**src/rtl/fpa_pkg.sv**
```systemverilog
// Shared types and constants for the array-reduction sequencer in front of the FPA core.
package fpa_pkg;

    typedef enum logic [1:0] {
        FPA_ADD  = 2'b00,
        FPA_SUB  = 2'b01,
        FPA_RSV2 = 2'b10,
        FPA_RSV3 = 2'b11
    } fpa_op_e;

    typedef enum logic [1:0] {
        IDLE  = 2'b00,
        ISSUE = 2'b01,
        WAIT  = 2'b10,
        DONE  = 2'b11
    } ctrl_state_e;

    localparam logic [31:0] FP_ONE = 32'h3F800000;

    function automatic logic is_reserved_op(input logic [1:0] op);
        return (op == FPA_RSV2) || (op == FPA_RSV3);
    endfunction

endpackage

```
**src/rtl/fpa_reduce_ctrl.sv**
```systemverilog
// Serial reduction sequencer: acc = x0, then acc = acc op xi through one shared FPA core,
// with sticky core flags and a response timeout.
module fpa_reduce_ctrl
    import fpa_pkg::*;
#(
    parameter int DATA_WIDTH = 32,
    parameter int N          = 9,
    parameter int TIMEOUT    = 64
) (
    input  logic                        iCLK,
    input  logic                        iRESET,
    input  logic                        iEN,
    input  logic                        iSTART,
    input  logic [(N+1)*DATA_WIDTH-1:0] iNUMBERS,
    input  logic [1:0]                  iOPERATION,
    output logic                        oBUSY,
    output logic                        oFPA_REQ,
    output logic [DATA_WIDTH-1:0]       oFPA_A,
    output logic [DATA_WIDTH-1:0]       oFPA_B,
    output logic [1:0]                  oFPA_OPERATION,
    input  logic                        iFPA_VALID,
    input  logic [DATA_WIDTH-1:0]       iFPA_RESULT,
    input  logic                        iFPA_OVERFLOW,
    input  logic                        iFPA_UNDERFLOW,
    input  logic                        iFPA_EXCEPTION,
    output logic [DATA_WIDTH-1:0]       oRESULT,
    output logic                        oOVERFLOW,
    output logic                        oUNDERFLOW,
    output logic                        oEXCEPTION,
    output logic                        oDATA_VALID
);

    localparam int IDX_W = $clog2(N + 1);
    localparam int CNT_W = $clog2(TIMEOUT + 1);
    localparam logic [IDX_W-1:0] IDX_LAST  = IDX_W'(N);
    localparam logic [CNT_W-1:0] CNT_LIMIT = CNT_W'(TIMEOUT);

    ctrl_state_e           state_q, state_d;
    logic [DATA_WIDTH-1:0] x_q [N+1];
    logic [DATA_WIDTH-1:0] x_d [N+1];
    logic [DATA_WIDTH-1:0] acc_q, acc_d;
    logic [DATA_WIDTH-1:0] res_q, res_d;
    logic [IDX_W-1:0]      idx_q, idx_d;
    logic [CNT_W-1:0]      cnt_q, cnt_d;
    logic [1:0]            op_q, op_d;
    logic                  ovf_q, ovf_d;
    logic                  unf_q, unf_d;
    logic                  exc_q, exc_d;

    always_ff @(posedge iCLK or posedge iRESET) begin
        if (iRESET) begin
            state_q <= IDLE;
            for (int i = 0; i <= N; i++) x_q[i] <= '0;
            acc_q   <= '0;
            res_q   <= '0;
            idx_q   <= '0;
            cnt_q   <= '0;
            op_q    <= '0;
            ovf_q   <= 1'b0;
            unf_q   <= 1'b0;
            exc_q   <= 1'b0;
        end else begin
            state_q <= state_d;
            for (int i = 0; i <= N; i++) x_q[i] <= x_d[i];
            acc_q   <= acc_d;
            res_q   <= res_d;
            idx_q   <= idx_d;
            cnt_q   <= cnt_d;
            op_q    <= op_d;
            ovf_q   <= ovf_d;
            unf_q   <= unf_d;
            exc_q   <= exc_d;
        end
    end

    always_comb begin
        state_d = state_q;
        x_d     = x_q;
        acc_d   = acc_q;
        res_d   = res_q;
        idx_d   = idx_q;
        cnt_d   = cnt_q;
        op_d    = op_q;
        ovf_d   = ovf_q;
        unf_d   = unf_q;
        exc_d   = exc_q;

        case (state_q)
            IDLE: begin
                if (iSTART && iEN) begin
                    for (int i = 0; i <= N; i++) x_d[i] = iNUMBERS[i*DATA_WIDTH +: DATA_WIDTH];
                    op_d  = iOPERATION;
                    acc_d = iNUMBERS[DATA_WIDTH-1:0];
                    idx_d = IDX_W'(1);
                    res_d = '0;
                    ovf_d = 1'b0;
                    unf_d = 1'b0;
                    exc_d = 1'b0;
                    if (is_reserved_op(iOPERATION)) begin
                        exc_d   = 1'b1;
                        state_d = DONE;
                    end else begin
                        state_d = ISSUE;
                    end
                end
            end
            ISSUE: begin
                cnt_d   = '0;
                state_d = WAIT;
            end
            WAIT: begin
                cnt_d = cnt_q + 1'b1;
                // A response arriving on the timeout cycle still counts as a normal response.
                if (iFPA_VALID) begin
                    acc_d = iFPA_RESULT;
                    ovf_d = ovf_q | iFPA_OVERFLOW;
                    unf_d = unf_q | iFPA_UNDERFLOW;
                    exc_d = exc_q | iFPA_EXCEPTION;
                    if (iFPA_EXCEPTION || idx_q == IDX_LAST) begin
                        res_d   = iFPA_RESULT;
                        state_d = DONE;
                    end else begin
                        idx_d   = idx_q + 1'b1;
                        state_d = ISSUE;
                    end
                end else if (cnt_d == CNT_LIMIT) begin
                    exc_d   = 1'b1;
                    res_d   = acc_q;
                    state_d = DONE;
                end
            end
            DONE: begin
                state_d = IDLE;
            end
            default: state_d = IDLE;
        endcase
    end

    // Core operands come straight from state, so they stay stable for the whole ISSUE/WAIT window.
    assign oFPA_A         = acc_q;
    assign oFPA_B         = x_q[idx_q];
    assign oFPA_OPERATION = op_q;
    assign oFPA_REQ       = (state_q == ISSUE);
    assign oBUSY          = (state_q != IDLE);
    assign oDATA_VALID    = (state_q == DONE);
    assign oRESULT        = res_q;
    assign oOVERFLOW      = ovf_q;
    assign oUNDERFLOW     = unf_q;
    assign oEXCEPTION     = exc_q;

endmodule

```
**config.mk**
```make
export PLATFORM = sky130hd
export DESIGN_NAME = fpa_reduce_ctrl
export DESIGN_NICKNAME = d
export VERILOG_FILES = /design/src/rtl/fpa_pkg.sv /design/src/rtl/fpa_reduce_ctrl.sv
export SDC_FILE = /design/constraint.sdc
export NUM_CORES = 1
export LEC_CHECK = 0
export CAP_MARGIN = 5
export CORE_UTILIZATION = 35
export CTS_CLUSTER_DIAMETER = 30
export CTS_CLUSTER_SIZE = 8
export DETAILED_ROUTE_END_ITERATION = 7
export SLEW_MARGIN = 15
export SYNTH_ARGS = -nofsm -noshare
export SYNTH_HDL_FRONTEND = slang
export SYNTH_SLANG_ARGS = --single-unit
```
**constraint.sdc**
```tcl
create_clock -name iCLK -period 19 [get_ports iCLK]
set_clock_uncertainty 0.05 [all_clocks]
set_input_delay 3.8 -clock iCLK [delete_from_list [all_inputs] [get_ports iCLK]]
set_output_delay 3.8 -clock iCLK [all_outputs]
set_load 0.02 [all_outputs]
```
# Word level (Yosys, flattened, before mapping)
# Index checks and enable logic that the tools add are counted.
# op_classes
magnitude_cmp	1
addsub	2
bitwise_logic	4
eq_ne	12
reduce_logical	13
muxes	32
# ops
cell	n
$mux 32	8
$bmux 32 s4	1
$pmux 32 s2	2
$pmux 7 s2	1
$mux 4	3
$mux 2	5
$eq 2x2->1 const B	4
$pmux 2 s4	1
$pmux 4 s2	1
$reduce_and 4->1	2
$add 7x1->7 const B	1
$eq 7x7->1 const B	1
$mux 1	7
$ne 2x2->1 const B	3
$ne 3x3->1 const B	2
$pmux 1 s2	3
$reduce_and 3->1	2
$reduce_bool 2->1	3
$ge 5x5->1 const B	1
$not 4->5	1
$add 4x1->4 const B	1
$eq 4x4->1 const B	1
$reduce_and 2->1	2
$or 1x1->1	3
other kinds (4)	5
# totals
out_inout_bits	104
register_bits	402
word_cells	83
input_bits	362

# Logic depth before layout (Yosys ltp)
# Gate-level depths: netlist (run 1).
# logic_depth
depth_word	5
ltp_mapped	9
ltp_nobuf	7

# Worst setup path after synthesis (run 1)
# No wires, ideal clock.
# synth_timing
path_kind	reg2out
from	reg idx_q[0]
to	out oFPA_B[0]
path_slack_ns	12.996
t_arrival_ns	2.154
t_required_ns	15.150
path_stages_with_launch	8
n_path_buf	3
cell_sequence	dfrtp_1 > clkbuf_1 > buf_2 > buf_1 > mux2i_1 > nor2_1 > a21oi_1 > o21ai_0
# synth_via
elab_chain_cells	4
# synth_rtl
element	line	rtl
start: declaration	fpa_reduce_ctrl.sv:43	logic [IDX_W-1:0] idx_q, idx_d;
start signal: assignment	fpa_reduce_ctrl.sv:67	idx_q <= idx_d;
$not 4->5 (implied by the code)	fpa_reduce_ctrl.sv:141	assign oFPA_B = x_q[idx_q];
$bmux 32 s4	fpa_reduce_ctrl.sv:141	
$mux 32 (implied by the code) (2 in series)	fpa_reduce_ctrl.sv:141	
end: declaration	fpa_reduce_ctrl.sv:19	output logic [DATA_WIDTH-1:0] oFPA_B,
# No other way between the ends. The select of a mux whose other input is x is not followed.

# Worst setup path in the final report (run 1)
# layout_timing
from	reg idx_q[0]
to	out oFPA_B[8]
# Same word-level chain as after synthesis.

==> impl_metrics.csv, run 1 <==
group,metric,value,unit
yosys,synth-seq-cells,402,
placement,io_buffer_count,465,
outcome,status,"complete, no violations",
yosys,mappedNetlistNets,1659,
clocking,cts_buffers,101,
yosys,ys_types,41,
drt,via_count,12900,
setup_path,criticalPathCategory,"reg2out",
floorplanning,num_rows,83,
grt,grt_overflow_total,0,
yosys,synth_top_area_share,54.6,%
setup_path,critPathMostFrequentCell,"buf_4",
power_and_ir_drop,max-vdd-ir-drop,101,uV
drt,ant_nets,0,
min_path,hp-start,"oRESULT[24]",
setup_path,worstPathArrival,4.41,ns
setup_path,cp_max_fo,40,
placement,gp_congestion,0.808,
floorplanning,ioPinCount,466,
power_and_ir_drop,power_density,192,mW/mm^2
floorplanning,die_x,231,um
clocking,cts.htree.levels,3,
drt,via_per_inst,5.04,
placement,dp.final_hpwl,41000,um
setup_path,path_delay_family,"buffers and inverters",
final_layout,drive_above_1_share,33.0,%
grt,antenna_found_initial,23,
yosys,yosysSeqAreaShare,54.6,%
final_layout,finalNetCount,2155,
final_layout,nFillCells,4301,
sta,max_slew_margin,18.5,%
yosys,syn_inst,1290,
sta,tightestPinTransition,1.22,ns
clocking,holdBufCountCts,0,
clocking,cts_resized,0,
clocking,cts_sinks,402,
setup_path,crit_buf_inv,3,
yosys,syn_area,0.0184,mm^2
sta,final_max_slew_viol_count,0,
grt,grt_pass1_wl,87600,um
grt,grt_start_max_net_pins,196,
clocking,cts_buffer_depth,3,
yosys,ys.flop_type,"dfrtp_1",
setup_path,startpoint,"idx_q[0]",
floorplanning,start_util,35.7,%
drt,drcViolationCount,0,
drt,wl_per_cell,22.9,um
setup_path,crit_path_cell_trace,"buf_4 -> buf_4 -> mux4_2 -> a21oi_1 -> o21ai_0 -> clkdlybuf4s50_1",
sta,hold_violations,0,
floorplanning,coreArea,0.0516,mm^2
yosys,yosysWarningCount,0,
sta,fin_hold_ws,0.444,ns
clocking,cts_tree,"yes",
run,max-cap-violations,0,
setup_path,cp_slowest_cell,"dfrtp_4",
yosys,yosysMostFrequentCell,"dfrtp_1",
setup_path,critPathCaptureType,"primary output",
drt,drt_pass1_iterations,5,
power_and_ir_drop,p_leak,11.6,nW
min_path,hp-class,"reg2reg",
grt,grt_usage,22.0,%
yosys,synth-async-reset-ratio,100,%
sta,setup_viol_count_final,0,
drt,wirelength,58500,um
sta,rsz0062_at_grt,"no",
grt,grt_pass1_vias,13900,
yosys,synth_edf_count,0,
power_and_ir_drop,total_power,0.00529,W
drt,drt_iter0_drc,658,
floorplanning,dieHeight,231,um
setup_path,start_kind,"flop",
yosys,yosys-top-cells-count,"402 x dfrtp_1, 323 x mux2_2, 98 x mux2i_1, 75 x nor2_1, 72 x a21oi_1",
floorplanning,die_area,0.0535,mm^2
yosys,synth_area_leader_cell,"dfrtp_1",
setup_path,reg2reg_from,"idx_q[0]",
sta,period_needed,8.26,ns
sta,max_freq,121,MHz
clocking,clock_latency,0.61,ns
final_layout,area_growth_syn_to_layout,49.3,%
sta,tns,0,ns
clocking,cts_setup_buffers,0,
sta,fin_crit_sh,43.5,%
yosys,synth.avg_cell_area,14.3,um^2
yosys,synthTopCellsByArea,"dfrtp_1 55%, mux2_2 20%, mux4_2 7.8%, mux2i_1 5.3%, o2bb2ai_2 2.3%",
clocking,root_buffer,"clkbuf_16",
clocking,cts.clk_slew.worst_paths,0.04,ns
setup_path,required,15.15,ns
setup_path,crit_path_max_incr_delay,0.77,ns
==> metrics by stage <==
step	cells	cell area (um^2)	util (%)	setup slack (ns)
after floorplan	1290	18400	-	3.97
after global placement	2362	23700	46.0	11.23
after detailed placement	2362	23700	46.0	11.24
after CTS	2550	27400	53.1	10.55
after global routing	2556	27500	53.2	10.39
final	2561	27500	53.2	10.74
==> report_power, final <==
group | switching [W] | internal [W] | leakage [nW]
clock network | 0.000513 | 0.00132 | 1.83
logic | 0.000892 | 0.000993 | 4.95
registers | 0.000282 | 0.00128 | 4.81
==> path summary, 6_finish.rpt <==
check                      cells past startpoint  slack, ns          end
setup / recovery                               6      10.74    oFPA_B[8]
hold / removal                                 1       0.44  oRESULT[24]
setup reg to reg                               9      15.10  oRESULT[22]
hold reg to reg                                1       0.44  oRESULT[24]
max in group asynchronous                      4      12.73     x_q[211]
min in group asynchronous                      2       3.66     x_q[125]
==> cells by family after synthesis <==
family          share of synthesized area [%]
xor+xnor                               0.0952
fa+ha+maj                               0.476
mux                                      32.9
compound gates                           6.57
buf+inv                                  2.33
simple gates                             2.97
flops                                    54.6
==> flip-flops by register name (all words and copies together), names as in the netlist <==
| name | count |
|---|---|
| x_q | 320 |
| oEXCEPTION | 1 |
| oFPA_A | 32 |
| oOVERFLOW | 1 |
| state_q | 2 |
| cnt_q | 7 |
| oFPA_OPERATION | 2 |
| idx_q | 4 |
| oRESULT | 32 |
| oUNDERFLOW | 1 |
==> cells in the final DEF (no fill, tap or decap), drive strengths merged, types with 3 or more instances in the layout <==
master and n:
clkdlybuf4s50 464, dfrtp 402, mux2 323, clkbuf 145, mux2i 98, nor2 75
a21oi 72, mux4 64, o21ai 40, nand2 40, o2bb2ai 34, clkinv 22
bufinv 18, buf 18, inv 14, diode 10, nand3 7, ha 7
a22o 3
==> final cells by class <==
cell class / count / area [um^2] / share of cell area, %
Sequential cell: 402 / 10100 / 36.6
Multi-Input combinational cell: 787 / 7970 / 29.0
Timing Repair Buffer: 482 / 4810 / 17.5
Clock buffer: 145 / 3000 / 10.9
Tap cell: 680 / 851 / 3.10
Clock inverter: 43 / 702 / 2.55
Inverter: 12 / 52.6 / 0.191
Antenna cell: 10 / 25.0 / 0.0911
==> metal layers <==
metal | vias up | routed length (um) | GRT usage, %
met1 | 6541 | 25500 | 29.7
li1 | 5763 | - | -
met4 | 22 | 1310 | 8.07
met3 | 105 | 5190 | 7.30
met2 | 469 | 26400 | 32.7
met5 | - | 143 | 0
No activity file was read; power rests on OpenSTA's default activity.
==> run 2, diff against run 1 <==
==> constraint.sdc (replaced) <==
create_clock -name iCLK -period 8.2 [get_ports iCLK]
set_clock_uncertainty 0.05 [all_clocks]
set_input_delay 1.64 -clock iCLK [delete_from_list [all_inputs] [get_ports iCLK]]
set_output_delay 1.64 -clock iCLK [all_outputs]
set_load 0.02 [all_outputs]
==> impl_metrics.csv, run 2 (same netlist as run 1, synthesis figures left out) <==
group,metric,value,unit
outcome,status,"complete, no violations",
clocking,root_buffer,"clkbuf_16",
sta,hold_violations,0,
floorplanning,ioPinCount,466,
clocking,cts.clk_slew.worst_paths,0.04,ns
setup_path,critPathCaptureType,"primary output",
clocking,cts_setup_buffers,0,
drt,wl_per_cell,22.3,um
placement,gp_congestion,0.824,
floorplanning,die_x,231,um
power_and_ir_drop,power_density,451,mW/mm^2
drt,ant_nets,0,
floorplanning,coreArea,0.0516,mm^2
drt,drcViolationCount,0,
setup_path,cp_slowest_cell,"mux4_2",
grt,grt_pass1_vias,13600,
sta,rsz0062_at_grt,"no",
floorplanning,dieHeight,231,um
grt,antenna_found_initial,24,
grt,met1_usage,28.9,%
sta,tns,0,ns
min_path,hp-class,"reg2reg",
sta,final_max_slew_viol_count,0,
setup_path,start_kind,"flop",
floorplanning,die_area,0.0535,mm^2
grt,top_usage_layer,"met2",
power_and_ir_drop,p_leak,11.6,nW
setup_path,cp_max_fo,93,
drt,via_count,12800,
sta,max_freq,194,MHz
clocking,cts_resized,0,
sta,period_needed,5.16,ns
drt,drt_pass1_iterations,5,
power_and_ir_drop,max-vdd-ir-drop,265,uV
final_layout,largest_reg_flops,320,
setup_path,worstPathArrival,3.47,ns
floorplanning,num_rows,83,
final_layout,fin_cells,2566,
grt,grt_overflow_total,0,
grt,grt_start_max_net_pins,189,
sta,fin_hold_ws,0.440,ns
clocking,cts_tree,"yes",
setup_path,required,6.51,ns
placement,place_inst,2362,
floorplanning,start_util,35.7,%
sta,tightestPinTransition,1.25,ns
clocking,cts_sinks,402,
clocking,cts_buffer_depth,3,
grt,grt_pass1_wl,86200,um
sta,setup_viol_count_final,0,
final_layout,area_growth_syn_to_layout,50.5,%
setup_path,crit_path_cell_trace,"buf_12 -> mux4_2 -> a21oi_1 -> o21ai_0 -> clkdlybuf4s50_1",
placement,dp.final_hpwl,39800,um
final_layout,largest_register,"x_q",
sta,max_slew_margin,16.4,%
clocking,cts_buffers,103,
run,max-cap-violations,0,
grt,met3_usage,7.79,%
setup_path,crit_path_max_incr_delay,0.59,ns
final_layout,drive_above_1_share,33.3,%
grt,gr-usage-met2,32.1,%
setup_path,criticalPathCategory,"reg2out",
grt,grt_usage,21.7,%
clocking,holdBufCountCts,0,
final_layout,finalNetCount,2156,
final_layout,layout_commonest_cell,"clkdlybuf4s50_1",
clocking,clock_latency,0.61,ns
drt,via_per_inst,4.98,
final_layout,final_cell_mix,"464 x clkdlybuf4s50_1, 400 x dfrtp_1, 323 x mux2_2, 108 x clkbuf_16, 98 x mux2i_1",
final_layout,utilization,53.7,%
drt,drt_iter0_drc,716,
placement,io_buffer_count,465,
sta,fin_crit_sh,62.9,%
clocking,cts.htree.levels,3,
drt,wirelength,57300,um
[run 2: cell type report]
type / instances / area [um^2]
repair buffers: 481 / 4820
clock inverters: 54 / 945
clock buffers: 140 / 2980
well taps: 680 / 851
inverters: 12 / 48.8
flip-flops and latches: 402 / 10100
fillers: 4269 / 23900
multi-input cells: 787 / 7970
diodes: 10 / 25.0
[run 2: path summary, 6_finish.rpt]
check / endpoint / cells past startpoint / slack (ns) / from
min in group asynchronous: x_q[124] / 3 / 1.52 / iRESET
max reg2reg: oRESULT[30] / 7 / 5.08 / state_q[0]
min reg2reg: oOVERFLOW / 2 / 0.44 / oOVERFLOW
max: oFPA_B[1] / 5 / 3.04 / idx_q[0]
max in group asynchronous: oRESULT[10] / 4 / 5.23 / iRESET
min: oOVERFLOW / 2 / 0.44 / oOVERFLOW
[run 2: worst max-delay path: cells and delay by family, from the launching register on]
kind	cells	cell delay (ns)
flip-flops	1	0.50
multiplexers	1	0.59
buffers and inverters	2	1.11
AO/OA/AOI/OAI	2	0.49
[run 2: routing by layer]
layer | part of all wire [%] | routed length [um]
met1 | 44 | 25000
met2 | 45 | 25700
met3 | 8.7 | 4960
met4 | 2.4 | 1360
met5 | 0.36 | 206
[run 2: report_power, final]
group | switching (W) | total (W) | leakage (nW) | internal (W)
registers | 0.000604 | 0.00358 | 4.81 | 0.00297
logic | 0.00208 | 0.00439 | 4.94 | 0.00231
clock network | 0.00123 | 0.00453 | 1.89 | 0.00330
total | 0.00392 | 0.0125 | 11.6 | 0.00858
[run 2: metrics by stage]
stage / setup slack, ns / total power [W] / area, um^2
6_report: 3.04 / 0.0125 / 27700
4_1_cts: 2.96 / 0.0126 / 27700
3_5_place_dp: 3.65 / 0.00801 / 23800
3_3_place_gp: 3.68 / 0.00793 / 23800
2_1_floorplan: 1.10 / 0.00629 / 18400
5_1_grt: 2.81 / 0.0131 / 27700
==> run 3, diff against run 2 <==
==> constraint.sdc (replaced) <==
create_clock -name iCLK -period 5.35 [get_ports iCLK]
set_clock_uncertainty 0.05 [all_clocks]
set_input_delay 1.07 -clock iCLK [delete_from_list [all_inputs] [get_ports iCLK]]
set_output_delay 1.07 -clock iCLK [all_outputs]
set_load 0.02 [all_outputs]
==> impl_metrics.csv, run 3 (same netlist as run 1, synthesis figures left out) <==
group,metric,value,unit
grt,met1_usage,29.3,%
clocking,cts_sinks,402,
final_layout,largest_register,"x_q",
floorplanning,coreArea,0.0516,mm^2
final_layout,nFillCells,4271,
drt,wirelength,57800,um
clocking,root_buffer,"clkbuf_16",
run,max-cap-violations,0,
setup_path,critPathCaptureType,"primary output",
power_and_ir_drop,max-vdd-ir-drop,386,uV
placement,dp.final_hpwl,41200,um
power_and_ir_drop,total_power,0.0190,W
drt,via_per_inst,5.03,
clocking,cts_setup_buffers,0,
drt,via_count,13000,
drt,wl_per_cell,22.5,um
floorplanning,die_area,0.0535,mm^2
setup_path,worstPathArrival,3.63,ns
final_layout,area_growth_syn_to_layout,50.9,%
grt,grt_overflow_total,0,
floorplanning,dieHeight,231,um
clocking,holdBufCountCts,0,
setup_path,path_delay_family,"flip-flops",
drt,drt_pass1_iterations,5,
drt,drcViolationCount,0,
drt,ant_nets,0,
min_path,min_to,"oOVERFLOW",
clocking,cts_tree,"yes",
setup_path,crit_buf_inv,2,
sta,rsz0062_at_grt,"no",
final_layout,drive_above_1_share,33.9,%
setup_path,r2r-end,"oRESULT[16]",
placement,gp_congestion,0.831,
placement,place_ws,1.17,ns
sta,final_max_slew_viol_count,0,
final_layout,final_cell_mix,"464 x clkdlybuf4s50_1, 400 x dfrtp_1, 323 x mux2_2, 109 x clkbuf_16, 98 x mux2i_1",
sta,setup_slack,0.603,ns
grt,grt_start_max_net_pins,127,
grt,top_usage_layer,"met2",
setup_path,start_kind,"flop",
setup_path,criticalPathCategory,"reg2out",
sta,max_freq,211,MHz
floorplanning,ioPinCount,466,
sta,max_slew_margin,28.3,%
final_layout,utilization,53.8,%
setup_path,cp_max_fo,51,
setup_path,r2r_cells,7,
grt,grt_pass1_vias,13700,
sta,tightestPinTransition,1.07,ns
clocking,cts.clk_slew.worst_paths,0.04,ns
setup_path,crit_path_max_incr_delay,1.12,ns
floorplanning,die_x,231,um
final_layout,finalNetCount,2167,
final_layout,layout_commonest_cell,"clkdlybuf4s50_1",
sta,hold_violations,0,
setup_path,reg2reg_from,"state_q[0]",
floorplanning,num_rows,83,
setup_path,startpoint,"idx_q[0]",
grt,grt_usage,21.7,%
clocking,cts_buffer_depth,3,
grt,gr-usage-met2,32.5,%
min_path,hp-start,"oOVERFLOW",
setup_path,required,4.23,ns
grt,met3_usage,7.15,%
min_path,hold-path-cell-count,2,
sta,setup_viol_count_final,0,
clocking,cts_resized,0,
grt,grt_pass1_wl,86500,um
power_and_ir_drop,p_leak,11.7,nW
min_path,hp-class,"reg2reg",
clocking,clock_latency,0.61,ns
floorplanning,start_util,35.7,%
setup_path,cp_slowest_cell,"dfrtp_4",
setup_path,ff2ff_setup_slack,1.82,ns
drt,drt_iter0_drc,547,
clocking,cts_buffers,104,
outcome,status,"complete, no violations",
sta,fin_crit_sh,88.7,%
grt,antenna_found_initial,22,
sta,period_needed,4.75,ns
setup_path,crit_path_cell_trace,"buf_12 -> mux4_2 -> a21oi_1 -> o21ai_0 -> clkdlybuf4s50_1",
power_and_ir_drop,power_density,685,mW/mm^2
clocking,cts.htree.levels,3,
final_layout,largest_reg_flops,320,
placement,io_buffer_count,465,
## run 3: worst max-delay path by stage
stage,to,cells past startpoint
6_report,oFPA_B[2],5
5_1_grt,oFPA_B[2],5
4_1_cts,oFPA_B[2],5
3_5_place_dp,oRESULT[16],6
3_3_place_gp,oFPA_B[2],5
2_1_floorplan,cnt_q[0],1
## run 3: final cells by class
cell class / instances / area (um^2) / area share, %
diodes: 8 / 20.0 / 0.0721
clock buffers: 144 / 3090 / 11.1
clock inverters: 51 / 779 / 2.81
inverters: 12 / 48.8 / 0.176
multi-input cells: 787 / 7970 / 28.7
flip-flops and latches: 402 / 10100 / 36.2
well taps: 680 / 851 / 3.06
repair buffers: 491 / 4940 / 17.8
## run 3: per-stage QoR
step	hold WS, ns	cells	instance area, um^2	TNS [ns]
global placement	0.429	2372	23900	0
floorplan	0.424	1290	18400	-475.86
finish	0.435	2575	27800	0
detailed placement	0.426	2372	23900	0
global route	0.458	2571	27800	0
CTS	0.440	2567	27800	0
## run 3: worst min-delay path: stages, from the launching register on
cell	delay (ns)
dfrtp_1	0.33
a21oi_1	0.04
nor2_1	0.07
## run 3: power by group
part	internal (W)	leakage [nW]	switching (W)
registers	0.00456	4.81	0.00104
logic	0.00356	5.01	0.00310
clock network	0.00493	1.91	0.00185
total	0.0130	11.7	0.00599
## run 3: metal layers
metal	up-vias	part of all wire, %
met4	26	2.2
met2	423	45
met3	103	7.9
met1	6596	44
met5	-	0.28
li1	5802	-
